## config.mk

```make
export PLATFORM = sky130hd
export DESIGN_NAME = uart_ps2_line_parser
export DESIGN_NICKNAME = d
export VERILOG_FILES = /design/src/rtl/uart_ps2_line_parser.sv
export SDC_FILE = /design/constraint.sdc
export NUM_CORES = 1
export LEC_CHECK = 0
export BUFFER_PORTS_ARGS = -buffer_cell sky130_fd_sc_hd__buf_4
export CORE_MARGIN = 3
export CORE_UTILIZATION = 64
export CTS_CLUSTER_SIZE = 24
export DETAILED_ROUTE_END_ITERATION = 12
export GPL_TIMING_DRIVEN = 0
export PLACE_DENSITY = 0.83
export SYNTH_ARGS = -nofsm -noshare
export SYNTH_HDL_FRONTEND = slang
export SYNTH_SLANG_ARGS = --single-unit
```

## constraint.sdc

```tcl
create_clock -name i_sys_clk -period 12.9 [get_ports i_sys_clk]
set_clock_uncertainty 0.1 [all_clocks]
set_input_delay 0.645 -clock i_sys_clk [delete_from_list [all_inputs] [get_ports i_sys_clk]]
set_output_delay 0.645 -clock i_sys_clk [all_outputs]
set_load 0.02 [all_outputs]
```

## src/rtl/uart_ps2_line_parser.sv

```systemverilog
// ---------------------------------------------------------------------------
// uart_ps2_line_parser
// Receive-side decoder for the PS2 status text line sent by the UART status
// transmitter. Each received byte is checked against the fixed 52-byte
// template
//    "ID:ddd KEY:bbbb_bbbb_bbbb_bbbb R:ddd ddd L:ddd ddd\r\n"
// and the ASCII fields are converted back to binary gamepad values. Decoded
// fields collect in shadow registers and only reach the outputs once the
// whole line has matched, so a partial or corrupt line never disturbs them.
//
// Parameters
//    CLK_FRE      system clock in MHz
//    TIMEOUT_US   max inter-byte gap inside a frame in us
//
// Ports
//    i_sys_clk      in   system clock
//    i_rst_n        in   async active-low reset
//    i_recv_en      in   1-cycle strobe, i_recv_data valid
//    i_recv_data    in   received byte
//    o_PS2_ID       out  decoded ID
//    o_PS2_key      out  decoded key bits, first KEY digit is bit 15
//    o_PS2_RX/RY    out  numbers after "R:"
//    o_PS2_LX/LY    out  numbers after "L:"
//    o_frame_valid  out  1-cycle pulse, new frame committed to outputs
//    o_frame_err    out  1-cycle pulse, frame aborted
//    o_in_frame     out  high while a frame is being received
// ---------------------------------------------------------------------------
module uart_ps2_line_parser #(
   parameter int CLK_FRE    = 50,
   parameter int TIMEOUT_US = 1000
) (
   input  logic        i_sys_clk,
   input  logic        i_rst_n,
   input  logic        i_recv_en,
   input  logic [7:0]  i_recv_data,
   output logic [7:0]  o_PS2_ID,
   output logic [15:0] o_PS2_key,
   output logic [7:0]  o_PS2_RX,
   output logic [7:0]  o_PS2_RY,
   output logic [7:0]  o_PS2_LX,
   output logic [7:0]  o_PS2_LY,
   output logic        o_frame_valid,
   output logic        o_frame_err,
   output logic        o_in_frame
);

   localparam int LIMIT = CLK_FRE * TIMEOUT_US;
   localparam int TW    = $clog2(LIMIT + 1);
   localparam logic [TW-1:0] TIMER_LAST = TW'(LIMIT - 1);

   localparam logic [1:0] ST_IDLE = 2'd0;
   localparam logic [1:0] ST_RECV = 2'd1;
   localparam logic [1:0] ST_HUNT = 2'd2;

   localparam logic [7:0] CH_LF = 8'h0A;

   logic [1:0]    state;
   logic [5:0]    pos;
   logic [TW-1:0] timer;
   logic [9:0]    acc;
   logic [7:0]    id_sh, rx_sh, ry_sh, lx_sh, ly_sh;
   logic [15:0]   key_sh;

   logic          is_lit, is_digit, is_bit, grp_start, grp_end;
   logic [7:0]    lit_char;
   logic          byte_ok, overflow, good;
   logic [9:0]    acc_base, acc_calc;
   logic [3:0]    digit_val;

   // Classify the current byte position and give the expected literal.
   always_comb begin
      is_lit    = 1'b0;
      is_digit  = 1'b0;
      is_bit    = 1'b0;
      grp_start = 1'b0;
      grp_end   = 1'b0;
      lit_char  = 8'h00;
      case (pos)
         6'd3, 6'd33, 6'd37, 6'd43, 6'd47: begin
            is_digit  = 1'b1;
            grp_start = 1'b1;
         end
         6'd4, 6'd34, 6'd38, 6'd44, 6'd48: is_digit = 1'b1;
         6'd5, 6'd35, 6'd39, 6'd45, 6'd49: begin
            is_digit = 1'b1;
            grp_end  = 1'b1;
         end
         6'd11, 6'd12, 6'd13, 6'd14, 6'd16, 6'd17, 6'd18, 6'd19,
         6'd21, 6'd22, 6'd23, 6'd24, 6'd26, 6'd27, 6'd28, 6'd29:
            is_bit = 1'b1;
         default: begin
            is_lit = 1'b1;
            case (pos)
               6'd0:                        lit_char = "I";
               6'd1:                        lit_char = "D";
               6'd2, 6'd10, 6'd32, 6'd42:   lit_char = ":";
               6'd6, 6'd30, 6'd36, 6'd40,
               6'd46:                       lit_char = " ";
               6'd7:                        lit_char = "K";
               6'd8:                        lit_char = "E";
               6'd9:                        lit_char = "Y";
               6'd15, 6'd20, 6'd25:         lit_char = "_";
               6'd31:                       lit_char = "R";
               6'd41:                       lit_char = "L";
               6'd50:                       lit_char = 8'h0D;
               6'd51:                       lit_char = CH_LF;
               default:                     lit_char = 8'h00;
            endcase
         end
      endcase
   end

   // The accumulator restarts at every group's first digit, so the running
   // value is computed from zero there instead of from the stale acc.
   always_comb begin
      digit_val = i_recv_data[3:0];
      acc_base  = grp_start ? 10'd0 : acc;
      acc_calc  = (acc_base * 10'd10) + {6'd0, digit_val};
      if (is_lit)
         byte_ok = (i_recv_data == lit_char);
      else if (is_digit)
         byte_ok = (i_recv_data >= "0") && (i_recv_data <= "9");
      else if (is_bit)
         byte_ok = (i_recv_data == "0") || (i_recv_data == "1");
      else
         byte_ok = 1'b0;
      overflow = byte_ok && is_digit && grp_end && (acc_calc > 10'd255);
      good     = byte_ok && !overflow;
   end

   assign o_in_frame = (state == ST_RECV) && (pos != 6'd0);

   // Parser state, shadows and committed outputs. A byte and a timer expiry
   // in the same cycle resolve in favour of the byte because the byte branch
   // is checked first and clears the timer.
   always_ff @(posedge i_sys_clk or negedge i_rst_n) begin
      if (!i_rst_n) begin
         state         <= ST_IDLE;
         pos           <= 6'd0;
         timer         <= '0;
         acc           <= 10'd0;
         id_sh         <= 8'd0;
         rx_sh         <= 8'd0;
         ry_sh         <= 8'd0;
         lx_sh         <= 8'd0;
         ly_sh         <= 8'd0;
         key_sh        <= 16'd0;
         o_PS2_ID      <= 8'd0;
         o_PS2_key     <= 16'd0;
         o_PS2_RX      <= 8'd0;
         o_PS2_RY      <= 8'd0;
         o_PS2_LX      <= 8'd0;
         o_PS2_LY      <= 8'd0;
         o_frame_valid <= 1'b0;
         o_frame_err   <= 1'b0;
      end else begin
         o_frame_valid <= 1'b0;
         o_frame_err   <= 1'b0;
         case (state)
            ST_IDLE: begin
               timer <= '0;
               if (i_recv_en) begin
                  if (good) begin
                     state <= ST_RECV;
                     pos   <= 6'd1;
                  end else begin
                     state <= ST_HUNT;
                  end
               end
            end
            ST_RECV: begin
               if (i_recv_en) begin
                  timer <= '0;
                  if (good) begin
                     if (is_digit) begin
                        acc <= acc_calc;
                        if (grp_end) begin
                           case (pos)
                              6'd5:    id_sh <= acc_calc[7:0];
                              6'd35:   rx_sh <= acc_calc[7:0];
                              6'd39:   ry_sh <= acc_calc[7:0];
                              6'd45:   lx_sh <= acc_calc[7:0];
                              default: ly_sh <= acc_calc[7:0];
                           endcase
                        end
                     end
                     if (is_bit)
                        key_sh <= {key_sh[14:0], i_recv_data[0]};
                     if (pos == 6'd51) begin
                        o_PS2_ID      <= id_sh;
                        o_PS2_key     <= key_sh;
                        o_PS2_RX      <= rx_sh;
                        o_PS2_RY      <= ry_sh;
                        o_PS2_LX      <= lx_sh;
                        o_PS2_LY      <= ly_sh;
                        o_frame_valid <= 1'b1;
                        state         <= ST_IDLE;
                        pos           <= 6'd0;
                     end else begin
                        pos <= pos + 6'd1;
                     end
                  end else begin
                     o_frame_err <= 1'b1;
                     state       <= ST_HUNT;
                     pos         <= 6'd0;
                  end
               end else if (timer == TIMER_LAST) begin
                  o_frame_err <= 1'b1;
                  state       <= ST_IDLE;
                  pos         <= 6'd0;
                  timer       <= '0;
               end else begin
                  timer <= timer + 1'b1;
               end
            end
            ST_HUNT: begin
               pos <= 6'd0;
               if (i_recv_en) begin
                  timer <= '0;
                  if (i_recv_data == CH_LF)
                     state <= ST_IDLE;
               end else if (timer == TIMER_LAST) begin
                  state <= ST_IDLE;
                  timer <= '0;
               end else begin
                  timer <= timer + 1'b1;
               end
            end
            default: begin
               state <= ST_IDLE;
               pos   <= 6'd0;
               timer <= '0;
            end
         endcase
      end
   end

endmodule

```

* Word-level counts from Yosys, hierarchy flattened
Memories as Yosys holds them, arrays and structs flattened.
Cells that the tools add are included.
** Storage, ports and cells
- Register bits :: 148
- Memory bits (read-only) :: 448
- Logic and storage cells :: 134
- Memories kept :: 1
** Memories
- (name not given) :: words 64, width 7, rd ports 1, clocked after Yosys merged registers in 0, write ports 0, RTL line 93 : case (pos)
** Cells by class
- $add $sub $neg :: 3
- $mul :: 1
- Order comparisons :: 3
- Eq/ne operators :: 44
- Muxes and demuxes :: 36
- Bitwise logic cells :: 1
- Reductions and logical operators :: 27
** Operator list (count)
- 6-bit == test (second input constant) :: 13
- 6-bit by 5-bit == test with 1-bit output (second input constant) :: 12
- 16-bit two-way mux :: 3
- 6-bit two-way mux :: 6
- 31-bit OR reduction :: 1
- 6-bit AND reduction :: 5
- 6-bit by 4-bit == test with 1-bit output (second input constant) :: 4
- 16-bit by 1-bit adder with 16-bit output (second input constant) :: 1
- 16-bit == test (second input constant) :: 1
- 8-bit by 6-bit == test with 1-bit output (second input constant) :: 2
- 2-bit two-way mux :: 8
- 16-bit OR reduction :: 1
- 1-bit two-way mux :: 15
- 15-bit OR reduction :: 1
- 6-bit by 3-bit == test with 1-bit output (second input constant) :: 2
- 6-bit case mux with 2 select lines :: 1
- 4-bit AND reduction :: 3
- 10-bit by 4-bit adder with 10-bit output :: 1
- 10-bit by 8-bit > comparator with 1-bit output (second input constant) :: 1
- 10-bit by 3-bit multiplier with 9-bit output (second input constant) :: 1
- 10-bit two-way mux :: 1
- 5-bit OR reduction :: 2
- 8-bit by 4-bit == test with 1-bit output (second input constant) :: 1
- 8-bit == test :: 1
- other kinds (21) :: 28

* Longest topological paths before layout
Gate-level depths: netlist of the first run.
- Depth in word-level cells :: 14
- Depth in mapped cells :: 20
- Mapped depth without buffers :: 16

* Worst setup path before layout of the first run
Ideal clock, no wire load.
- Path kind :: reg2reg
- Start :: register pos[0]
- End :: register o_PS2_RX[2]
- Setup time :: 128 ps
- Arrival :: 4543 ps
- Slack :: 8130 ps
- Stages on the path, launching flop included :: 20
- Buffers on the path :: 4
- Period minus slack after synthesis :: 4770 ps
- Cell sequence :: dfrtp_1 > ha_1 > or3b_1 > a221oi_2 > clkbuf_1 > nor2b_1 > ha_1 > ha_1 > fa_1 > a21o_1 > a21oi_1 > xnor2_1 > and3b_1 > xnor3_1 > o211a_1 > buf_2 > nand4_2 > buf_6 > buf_6 > mux2_1
** Between the ends
- Cells in the longest elaborated chain, start to end :: 12
- Elaborated cells on any way between the ends :: 57
** RTL lines
- start: declaration :: RTL line 58 : logic [5:0] pos;
- start signal: assignment :: RTL line 200 : pos <= pos + 6'd1;
- parallel branches: the longest is 11 deep, another holds 10-bit by 3-bit multiplier with 9-bit output
- 4-bit AND reduction (no source line) (*)
- end signal: assignment :: RTL line 192 : o_PS2_RX <= rx_sh;
- end: declaration :: RTL line 38 : output logic [7:0] o_PS2_RX,
Every way passes the cells marked *.
A chain may end at the register's enable or synchronous reset.

* Worst setup path after layout of the first run
- Start :: register pos[0]
- End :: register key_sh[14]
** Between the ends
- Cells in the longest elaborated chain, start to end :: 12
- Elaborated cells on any way between the ends :: 56
** RTL lines
- parallel branches: the longest is 11 deep, another holds 10-bit by 3-bit multiplier with 9-bit output
- 4-bit AND reduction (no source line) (*)
- end signal: assignment :: RTL line 188 : key_sh <= {key_sh[14:0], i_recv_data[0]};
- end: declaration :: RTL line 62 : logic [15:0] key_sh;
Marks and branches as above.

==> results.md, run 1 <==
- Overall global routing resource usage: 28.8%
- Leakage: 0.00456 uW
- Top Layer Used: met4
- Largest family of logic cells by synthesized area: multiplexers
- Routability congestion estimate: 0.882
- Cell Count Post-Placement: 819
- FF+latch count, synth: 147
- Synth cell types: 64
- Met3 wire len: 943 um
- Net Count, Synth: 646
- DRC: 0
- Critical path class: reg2reg
- Synth area leaders: dfrtp_1 49%, mux2_2 12%, mux2_4 5.2%
- H-tree depth: 4
- Setup crit start: pos[0]$_DFFE_PN0P_
- CTS tree: done
- Synth Cell Area: 7460 um^2
- First-pass DRT Iterations: 5
- Initial Util: 67.0%
- IO Port Bufs: 68
- Num CTS Buffers: 17
- Max_cap viols: 0
- Unrepaired setup endpoints after global routing: no
- HPWL Detailed: 11500 um
- Number of synthesized flops with an enable pin: 0
- Slew HR: 45.5%
- Routed met1 length: 7320 um
- Slew Limit Fails: 0
- Main synth FF type: dfrtp_1
- Number of diodes: 0
- Share of cells above drive strength 1: 33.0%
- Vias in the first global route: 5508
- Yosys warning count: 0
- Synth top cells by count: 147 x dfrtp_1, 81 x mux2_2, 38 x nor2_1
- HP Class: in2async
- First-pass GRT wire length: 29000 um
- DRT antenna net count: 0
- Critical path required time: 13.11 ns
- Vias per inst: 6.18
- Worst Tran Pin Value: 0.811 ns
- Final setup fails: 0
- CTS clk-pin slew, worst paths: 0.06 ns
- Critical Path AT: 5.94 ns
- Hold_buf cts: 0
- Endpoints failing hold: 0
- Initial antenna violation count: 0
- FFs w/ async S/R, synth: 100%
- Core ar.: 11100 um^2
- Utilization after layout: 78.7%
- Root Buffer: clkbuf_16
- Adder-cell share of the synthesized area: 4.39%
- Sequential area share after synthesis: 49.3%
- CP Max Fanout: 10
- Post-route minimum period: 5.73 ns
- Width of the die: 114 um
- Sw Share: 25.3%
- Die Y: 114 um
- Post-CTS Setup Inserts: 0
- Hold WS: 0.0498 ns
- Post-Synth XOR/XNOR Area: 4.29%
- Post-DR wirelength/cell: 20.8 um
- FMAX: 0.174 GHz
- P_sw: 272 uW
- Crit end category: register
- Mux share of post-synthesis cell area: 20.3%
- Critical path launch point type: register
- I/O pin total: 70
- Vias: 5251
- Total die area: 13000 um^2
- Compound-cell area share of the yosys netlist: 6.94%
- Met2 routed wirelength: 8850 um
- # clock sinks: 147
- Num rows: 38
- Total grt overflow: 0
- Pint: 804 uW
- Setup TNS: 0 ns
- Post-Synthesis Cells: 610
- Latest clock arrival within the worst-skew pair: 0.42 ns
- Largest net degree at the start of global routing: 98
- Seq pwr share: 44.1%
- Syn Area/Cell: 12.2 um^2
- Pwr dens: 123 nW/um^2
- Fin cells: 850
- FF-to-FF Start: pos[0]$_DFFE_PN0P_
- Combinational share of power: 11.0%
- Area leader, netlist: dfrtp_1
- Top-count cell post-synth: dfrtp_1
- Crit share post-route: 44.4%
- Synth top area share: 49.3%
- Resized Gates After CTS: 0
- CTS Buffer Depth: 2
- # nets final: 734
- Post-Place Setup Slack: 7.36 ns
- Starting DRT DRC Count: 309
- WL final: 17700 um
- Clock power share: 44.9%
- Setup WS post-layout: 7.17 ns
- Max VDD drop: 0.117 mV
- Area grow syn2layout: 17.4%
- Synth Area in Simple Gates: 11.2%
- Outcome: finished clean
-- path summary, 6_finish.rpt --
kind	endpoint	slack, ns	cells after the start
setup / recovery	key_sh[14]$_DFFE_PN0P_	7.17	17
hold / removal	o_PS2_key[11]$_DFFE_PN0P_	0.05	1
setup reg to reg	key_sh[14]$_DFFE_PN0P_	7.17	17
hold reg to reg	timer[0]$_DFF_PN0_	0.36	1
max in group asynchronous	pos[1]$_DFFE_PN0P_	11.85	2
min in group i_sys_clk	timer[0]$_DFF_PN0_	0.36	1
-- logic make-up after synthesis --
| family | count (synthesis) |
|---|---|
| xor+xnor | 35 |
| flops | 147 |
| simple gates | 150 |
| buf+inv | 54 |
| fa+ha+maj | 25 |
| compound gates | 72 |
| mux | 127 |
-- sequential cells by signal, indices dropped and copies added (netlist names), 8 cells and up --
name and count:
o_PS2_key 16, rx_sh 8, o_PS2_LY 8, timer 16, acc 9, key_sh 16, id_sh 8, ly_sh 8
o_PS2_LX 8, o_PS2_ID 8, lx_sh 8, ry_sh 8, o_PS2_RX 8, o_PS2_RY 8
-- worst max-delay path: stages, from the launching register on --
cell and delay, ns:
dfrtp_1 0.53, ha_1 0.33, or3b_1 0.38, a221oi_2 0.33, clkbuf_1 0.43, nor2_1 0.14, ha_1 0.37, ha_1 0.32
a211oi_1 0.45, nor2_1 0.15, nor2_1 0.21, and3b_1 0.22, xnor3_1 0.36, o211a_1 0.22, buf_2 0.17, nand2_1 0.28
buf_4 0.27, mux2_2 0.36
-- metal layers --
layer / global-route usage (%) / vias up
met4: 11.3 / 0
met5: 0 / -
met1: 36.0 / 2641
met3: 6.68 / 45
met2: 48.8 / 191
li1: - / 2374
-- metrics by stage --
stage          cell area (um^2)  total power [uW]
2_1_floorplan              7460               557
3_5_place_dp               8180               596
6_report                   8760              1080
5_1_grt                    8760              1110
4_1_cts                    8760              1080
3_3_place_gp               8150               590
-- cell type report --
| type | instances | area (um^2) |
|---|---|---|
| clock inverters | 7 | 71.3 |
| repair buffers | 69 | 542 |
| well taps | 140 | 175 |
| clock buffers | 24 | 512 |
| flip-flops and latches | 147 | 3680 |
| multi-input cells | 409 | 3520 |
| fillers | 649 | 2370 |
| plain buffers | 30 | 174 |
| inverters | 24 | 90.1 |
-- power groups by stage --
stage                     combinational (uW)  sequential, uW  clock, uW
after global placement                   108             482          0
after detailed placement                 115             482          0
final                                    118             474        483
after global routing                     131             475        507
after floorplan                         77.5             479          0
after CTS                                116             474        486
-- layout by cell type (no fill, tap or decap), types with 5 or more instances in the layout --
| master | netlist | layout |
|---|---|---|
| clkbuf_8 | 0 | 6 |
| buf_2 | 13 | 13 |
| mux2_4 | 26 | 26 |
| mux2_2 | 81 | 81 |
| buf_6 | 5 | 6 |
| nand4_1 | 14 | 14 |
| clkbuf_1 | 10 | 11 |
| o21ai_0 | 8 | 8 |
| nor2b_1 | 15 | 15 |
| nand2_1 | 16 | 16 |
| nand2b_1 | 9 | 9 |
| nor2_1 | 38 | 38 |
| xnor2_1 | 23 | 23 |
| and2_1 | 5 | 5 |
| inv_1 | 21 | 21 |
| mux2i_1 | 12 | 12 |
| ha_1 | 23 | 23 |
| dfrtp_1 | 147 | 147 |
| xor2_1 | 11 | 11 |
| buf_4 | 2 | 69 |
| clkbuf_16 | 0 | 17 |
| mux2_1 | 8 | 8 |
| and3_1 | 12 | 12 |
| a21oi_1 | 13 | 13 |
| and4_1 | 5 | 5 |
| nand3_1 | 12 | 12 |
| a31oi_1 | 8 | 8 |
| nand3b_1 | 5 | 5 |
(Power assumes the default switching activity.)
==> run 2: changes to the inputs <==
--- a/config.mk
+++ b/config.mk
@@ -5,13 +5,14 @@
 export SDC_FILE = /design/constraint.sdc
 export NUM_CORES = 1
 export LEC_CHECK = 0
+export ABC_AREA = 1
 export BUFFER_PORTS_ARGS = -buffer_cell sky130_fd_sc_hd__buf_4
 export CORE_MARGIN = 3
-export CORE_UTILIZATION = 64
+export CORE_UTILIZATION = 60
 export CTS_CLUSTER_SIZE = 24
 export DETAILED_ROUTE_END_ITERATION = 12
 export GPL_TIMING_DRIVEN = 0
-export PLACE_DENSITY = 0.83
+export PLACE_DENSITY = 0.78
 export SYNTH_ARGS = -nofsm -noshare
 export SYNTH_HDL_FRONTEND = slang
 export SYNTH_SLANG_ARGS = --single-unit
==> constraint.sdc (replaced) <==
create_clock -name i_sys_clk -period 5.65 [get_ports i_sys_clk]
set_clock_uncertainty 0.1 [all_clocks]
set_input_delay 0.2825 -clock i_sys_clk [delete_from_list [all_inputs] [get_ports i_sys_clk]]
set_output_delay 0.2825 -clock i_sys_clk [all_outputs]
set_load 0.02 [all_outputs]
==> results.md, run 2 <==
- Setup TNS: 0 ns
- Vias per inst: 5.38
- Num rows: 40
- Sequential area share after synthesis: 49.0%
- Vias in the first global route: 6303
- FF+latch count, synth: 147
- CTS tree: done
- Net Count, Synth: 988
- Post-Synthesis Cells: 952
- Critical-path top delay cell: dfrtp_1
- CTS clk-pin slew, worst paths: 0.06 ns
- CP Max Fanout: 10
- Vias: 6580
- Worst path most repeated cell: nand2_1
- Worst Tran Pin Value: 0.929 ns
- Width of the die: 118 um
- Largest net degree at the start of global routing: 79
- # nets final: 1078
- HP Class: in2reg
- Flop-to-flop setup slack: 0.79 ns
- Number of synthesized flops with an enable pin: 0
- FFs w/ async S/R, synth: 100%
- Max VDD drop: 0.173 mV
- Most frequent cells in the layout: 391 x nand2_1, 147 x dfrtp_1, 73 x buf_4, 69 x inv_1, 56 x nor2_1
- Share of cells above drive strength 1: 14.4%
- Synth top area share: 49.0%
- Yosys warning count: 0
- Power consumption: 2560 uW
- Leakage: 0.00492 uW
- Initial Util: 62.0%
- FMAX: 0.206 GHz
- Commonest non-fill, non-tap cell in the layout: nand2_1
- Synth cell types: 43
- Critical Path AT: 5.12 ns
- Critical path required time: 5.91 ns
- Filler instances: 1017
- Post-DR wirelength/cell: 14.4 um
- Area leader, netlist: dfrtp_1
- Footprint of the multi-input gates: 3390 um^2
- Unrepaired setup endpoints after global routing: no
- Post-route minimum period: 4.86 ns
- Slew Limit Fails: 0
- Crit path largest cell delay: 0.42 ns
- Slew HR: 37.6%
- First-pass GRT wire length: 30400 um
- Critical path class: reg2reg
- Final setup fails: 0
- Syn Area/Cell: 7.88 um^2
- Synth Cell Area: 7510 um^2
- Area grow syn2layout: 18.7%
- Resized Gates After CTS: 0
- Starting DRT DRC Count: 570
- Initial antenna violation count: 0
- Num CTS Buffers: 17
- # clock sinks: 147
- Routability congestion estimate: 0.904
- Core ar.: 12100 um^2
- Crit share post-route: 86.0%
- WL final: 17600 um
- Main synth FF type: dfrtp_1
- HPWL Detailed: 12300 um
- Die Y: 118 um
- CTS Buffer Depth: 2
- Max_cap viols: 0
- DRC: 0
- Utilization after layout: 73.6%
- DRT antenna net count: 0
- Pwr dens: 287 nW/um^2
- Critical path launch point type: register
- IO Port Bufs: 69
- Total die area: 13900 um^2
- Largest regs: key_sh (16), o_PS2_key (16), timer (16)
- Number of diodes: 0
- Root Buffer: clkbuf_16
- Top-count cell post-synth: nand2_1
- Synth top cells by count: 391 x nand2_1, 147 x dfrtp_1, 69 x inv_1
- Post-CTS Setup Inserts: 0
- Outcome: finished clean
- Total grt overflow: 0
- Crit end category: register
- Overall global routing resource usage: 26.8%
- I/O pin total: 70
- Latest clock arrival within the worst-skew pair: 0.42 ns
- Endpoints failing hold: 0
- First-pass DRT Iterations: 6
- Sequential Area: 3680 um^2
- Synth area leaders: dfrtp_1 49%, nand2_1 20%, ha_1 3.8%
- H-tree depth: 4
==> run 2: cell types whose count changed in the layout (fill, tap and decap cells not counted), moves of 19 or more <==
cell / before / now
nand3_1: 12 / 55
o21ai_0: 8 / 27
nand2_1: 16 / 391
o21ai_1: 2 / 39
inv_1: 21 / 69
mux2_2: 81 / 0
mux2_4: 26 / 0
==> run 2: logic make-up after synthesis <==
| group | count (synthesis) | synth area share (%) |
|---|---|---|
| compound gates | 106 | 7.65 |
| flops | 147 | 49.0 |
| buf+inv | 103 | 5.77 |
| xor+xnor | 13 | 1.52 |
| fa+ha+maj | 25 | 4.37 |
| simple gates | 558 | 31.7 |
==> run 2: worst paths after layout <==
kind,cells after the start,start,endpoint
hold / removal,3,i_recv_data[0],id_sh[0]$_DFFE_PN0P_
min in group asynchronous,2,i_rst_n,key_sh[11]$_DFFE_PN0P_
setup / recovery,29,pos[1]$_DFFE_PN0P_,o_PS2_RX[6]$_DFFE_PN0P_
hold reg to reg,2,lx_sh[1]$_DFFE_PN0P_,o_PS2_LX[1]$_DFFE_PN0P_
setup reg to reg,29,pos[1]$_DFFE_PN0P_,o_PS2_RX[6]$_DFFE_PN0P_
max in group asynchronous,3,i_rst_n,timer[0]$_DFF_PN0_
==> run 2: routing by layer <==
| metal | GRT usage (%) | share of wire [%] | up-vias |
|---|---|---|---|
| li1 | - | - | 3247 |
| met4 | 11.4 | 2.9 | 0 |
| met5 | 0 | 0 | - |
| met3 | 4.52 | 5.4 | 43 |
| met2 | 41.5 | 46 | 221 |
| met1 | 37.8 | 46 | 3069 |
==> run 2: layout make-up <==
cell class | count | share of cell area, %
clock inverter | 11 | 1.97
clock buffer | 21 | 5.17
tap | 168 | 2.36
sequential | 147 | 41.3
multi-input combinational | 702 | 38.1
timing repair buffer | 71 | 6.28
inverter | 76 | 3.20
buffer | 27 | 1.66
==> run 2: stage by stage <==
stage / hold slack [ns] / std cells / instance area [um^2] / setup slack (ns)
after floorplan: -0.113 / 952 / 7510 / 1.60
after global placement: 0.349 / 1189 / 8230 / 0.801
after detailed placement: 0.240 / 1190 / 8270 / 0.767
after CTS: 0.0650 / 1223 / 8910 / 0.739
after global routing: 0.0779 / 1223 / 8910 / 0.210
final: 0.0770 / 1223 / 8910 / 0.791
==> run 2: critical path: cells and delay by family, from the launching register on <==
kind	cells	cell delay, ns
compound gates	1	0.23
buf+inv	8	1.00
flops	1	0.42
xor+xnor	1	0.21
simple gates	16	1.86
fa+ha+maj	3	0.94
==> run 2: power by group <==
group | internal, uW | switching, uW
clock | 765 | 437
combinational | 86.8 | 186
sequential | 1070 | 13.7
total | 1920 | 637
==> run 2: timing repair <==
| item | in CTS | in global routing |
|---|---|---|
| setup endpoints to repair | 0 | 0 |
| endpoints found under the hold margin | 69 | 0 |
| hold buffers | 1 | 0 |
==> run 3: changes to the inputs <==
--- a/config.mk
+++ b/config.mk
@@ -6,7 +6,7 @@
 export NUM_CORES = 1
 export LEC_CHECK = 0
 export ABC_AREA = 1
-export BUFFER_PORTS_ARGS = -buffer_cell sky130_fd_sc_hd__buf_4
+export BUFFER_PORTS_ARGS = -buffer_cell sky130_fd_sc_hd__buf_2
 export CORE_MARGIN = 3
 export CORE_UTILIZATION = 60
 export CTS_CLUSTER_SIZE = 24
==> results.md, run 3 (synthesis results as in run 2) <==
- Outcome: finished clean
- Vias in the first global route: 6265
- Setup TNS: 0 ns
- Initial Util: 62.0%
- Share of cells above drive strength 1: 14.6%
- # nets final: 1078
- H-tree depth: 4
- CTS clk-pin slew, worst paths: 0.06 ns
- CTS tree: done
- Vias per inst: 5.39
- Most frequent cells in the layout: 391 x nand2_1, 147 x dfrtp_1, 84 x buf_2, 69 x inv_1, 56 x nor2_1
- Critical path launch point type: register
- Area grow syn2layout: 16.7%
- Vias: 6591
- WL final: 17700 um
- Total die area: 13900 um^2
- Max_cap viols: 0
- CP Max Fanout: 10
- Final setup fails: 0
- Hold WS: 0.128 ns
- Pwr dens: 293 nW/um^2
- Largest net degree at the start of global routing: 83
- First-pass GRT wire length: 30500 um
- HP Class: in2reg
- First-pass DRT Iterations: 6
- Critical Path AT: 5.09 ns
- Post-route minimum period: 4.89 ns
- Post-CTS Setup Inserts: 0
- Max VDD drop: 0.191 mV
- Slew HR: 35.2%
- HPWL Detailed: 12200 um
- Root Buffer: clkbuf_16
- Filler instances: 983
- Total grt overflow: 0
- Slew Limit Fails: 0
- Num rows: 40
- CTS Buffer Depth: 2
- Routed met1 length: 8070 um
- I/O pin total: 70
- Routability congestion estimate: 0.950
- Critical path class: reg2reg
- Top Layer Used: met4
- Die Y: 118 um
- Starting DRT DRC Count: 646
- # clock sinks: 147
- Critical path required time: 5.85 ns
- Unrepaired setup endpoints after global routing: no
- FMAX: 0.205 GHz
- DRT antenna net count: 0
- Worst Tran Pin Value: 0.965 ns
- IO Port Bufs: 69
- Commonest non-fill, non-tap cell in the layout: nand2_1
- Latest clock arrival within the worst-skew pair: 0.42 ns
- Num CTS Buffers: 17
- Post-DR wirelength/cell: 14.5 um
- Crit end category: register
- Initial antenna violation count: 0
- Core ar.: 12100 um^2
- Largest regs: key_sh (16), o_PS2_key (16), timer (16)
- Endpoints failing hold: 0
- Leakage: 0.00493 uW
- Overall global routing resource usage: 26.9%
- Width of the die: 118 um
- Met2 routed wirelength: 8140 um
- DRC: 0
- Met3 wire len: 950 um
- Crit share post-route: 86.5%
- Number of diodes: 0
run 3: worst max-delay path, cell delays in order, from the launching register on:
cell and delay [ns]:
dfrtp_1 0.42, inv_1 0.12, ha_1 0.30, inv_1 0.10
nand2_1 0.06, nand3_1 0.09, nand2_2 0.13, inv_2 0.17
nand2_1 0.13, nor2_1 0.25, nor2_1 0.07, ha_1 0.25
fa_1 0.41, xor2_1 0.22, inv_1 0.09, nor2_1 0.18
nand2_1 0.09, nor2_1 0.14, inv_1 0.05, nand2_1 0.06
nand3_1 0.12, a21boi_2 0.23, nand2_4 0.13, nor2_8 0.20
nand2_4 0.16, buf_2 0.22, o21ai_1 0.18, nand2_1 0.08
run 3: worst paths after layout:
| check | from | to | slack (ns) | cells after the start |
|---|---|---|---|---|
| setup / recovery | pos[1]$_DFFE_PN0P_ | ry_sh[2]$_DFFE_PN0P_ | 0.76 | 27 |
| hold / removal | i_recv_data[0] | rx_sh[0]$_DFFE_PN0P_ | 0.13 | 3 |
| setup reg to reg | pos[1]$_DFFE_PN0P_ | ry_sh[2]$_DFFE_PN0P_ | 0.76 | 27 |
| hold reg to reg | timer[0]$_DFF_PN0_ | timer[0]$_DFF_PN0_ | 0.36 | 1 |
| max in group asynchronous | i_rst_n | state[0]$_DFFE_PN0P_ | 4.29 | 3 |
| min in group asynchronous | i_rst_n | o_PS2_key[10]$_DFFE_PN0P_ | 0.40 | 2 |
run 3: power by group:
part / total [uW] / internal [uW] / leakage [uW] / switching (uW)
sequential: 1080 / 1070 / 0.00205 / 13.6
clock: 1220 / 788 / 0.000320 / 432
combinational: 270 / 85.2 / 0.00256 / 185
run 3: layout make-up:
cell class | instances | area [um^2] | share of cell area (%)
timing repair buffer | 71 | 389 | 4.44
clock inverter | 11 | 173 | 1.97
tap | 168 | 210 | 2.40
buffer | 27 | 148 | 1.69
sequential | 147 | 3680 | 42.0
multi-input combinational | 702 | 3390 | 38.8
inverter | 76 | 285 | 3.26
clock buffer | 21 | 480 | 5.49
run 3: metal layers:
layer  vias up  GRT usage (%)
met5         -              0
met4         0           11.1
met3        49           5.86
met2       197           41.0
met1      3101           37.8
li1       3244              -
run 3: what timing repair did:
| action | CTS | global route |
|---|---|---|
| gates resized for setup | 0 | 0 |
| hold buffers | 1 | 0 |
| hold endpoints to repair | 81 | 0 |
| setup endpoints to repair | 0 | 0 |
run 3: stage by stage:
step                total power (uW)  cells  util, %  setup slack (ns)  cell area (um^2)
floorplan                       1280    952        -              1.60              7510
global placement                1360   1189     66.6             0.847              8060
detailed placement              1360   1190     66.8             0.761              8100
CTS                             2580   1223     72.3             0.719              8760
global route                    2690   1223     72.3             0.266              8760
finish                          2570   1223     72.3             0.760              8760
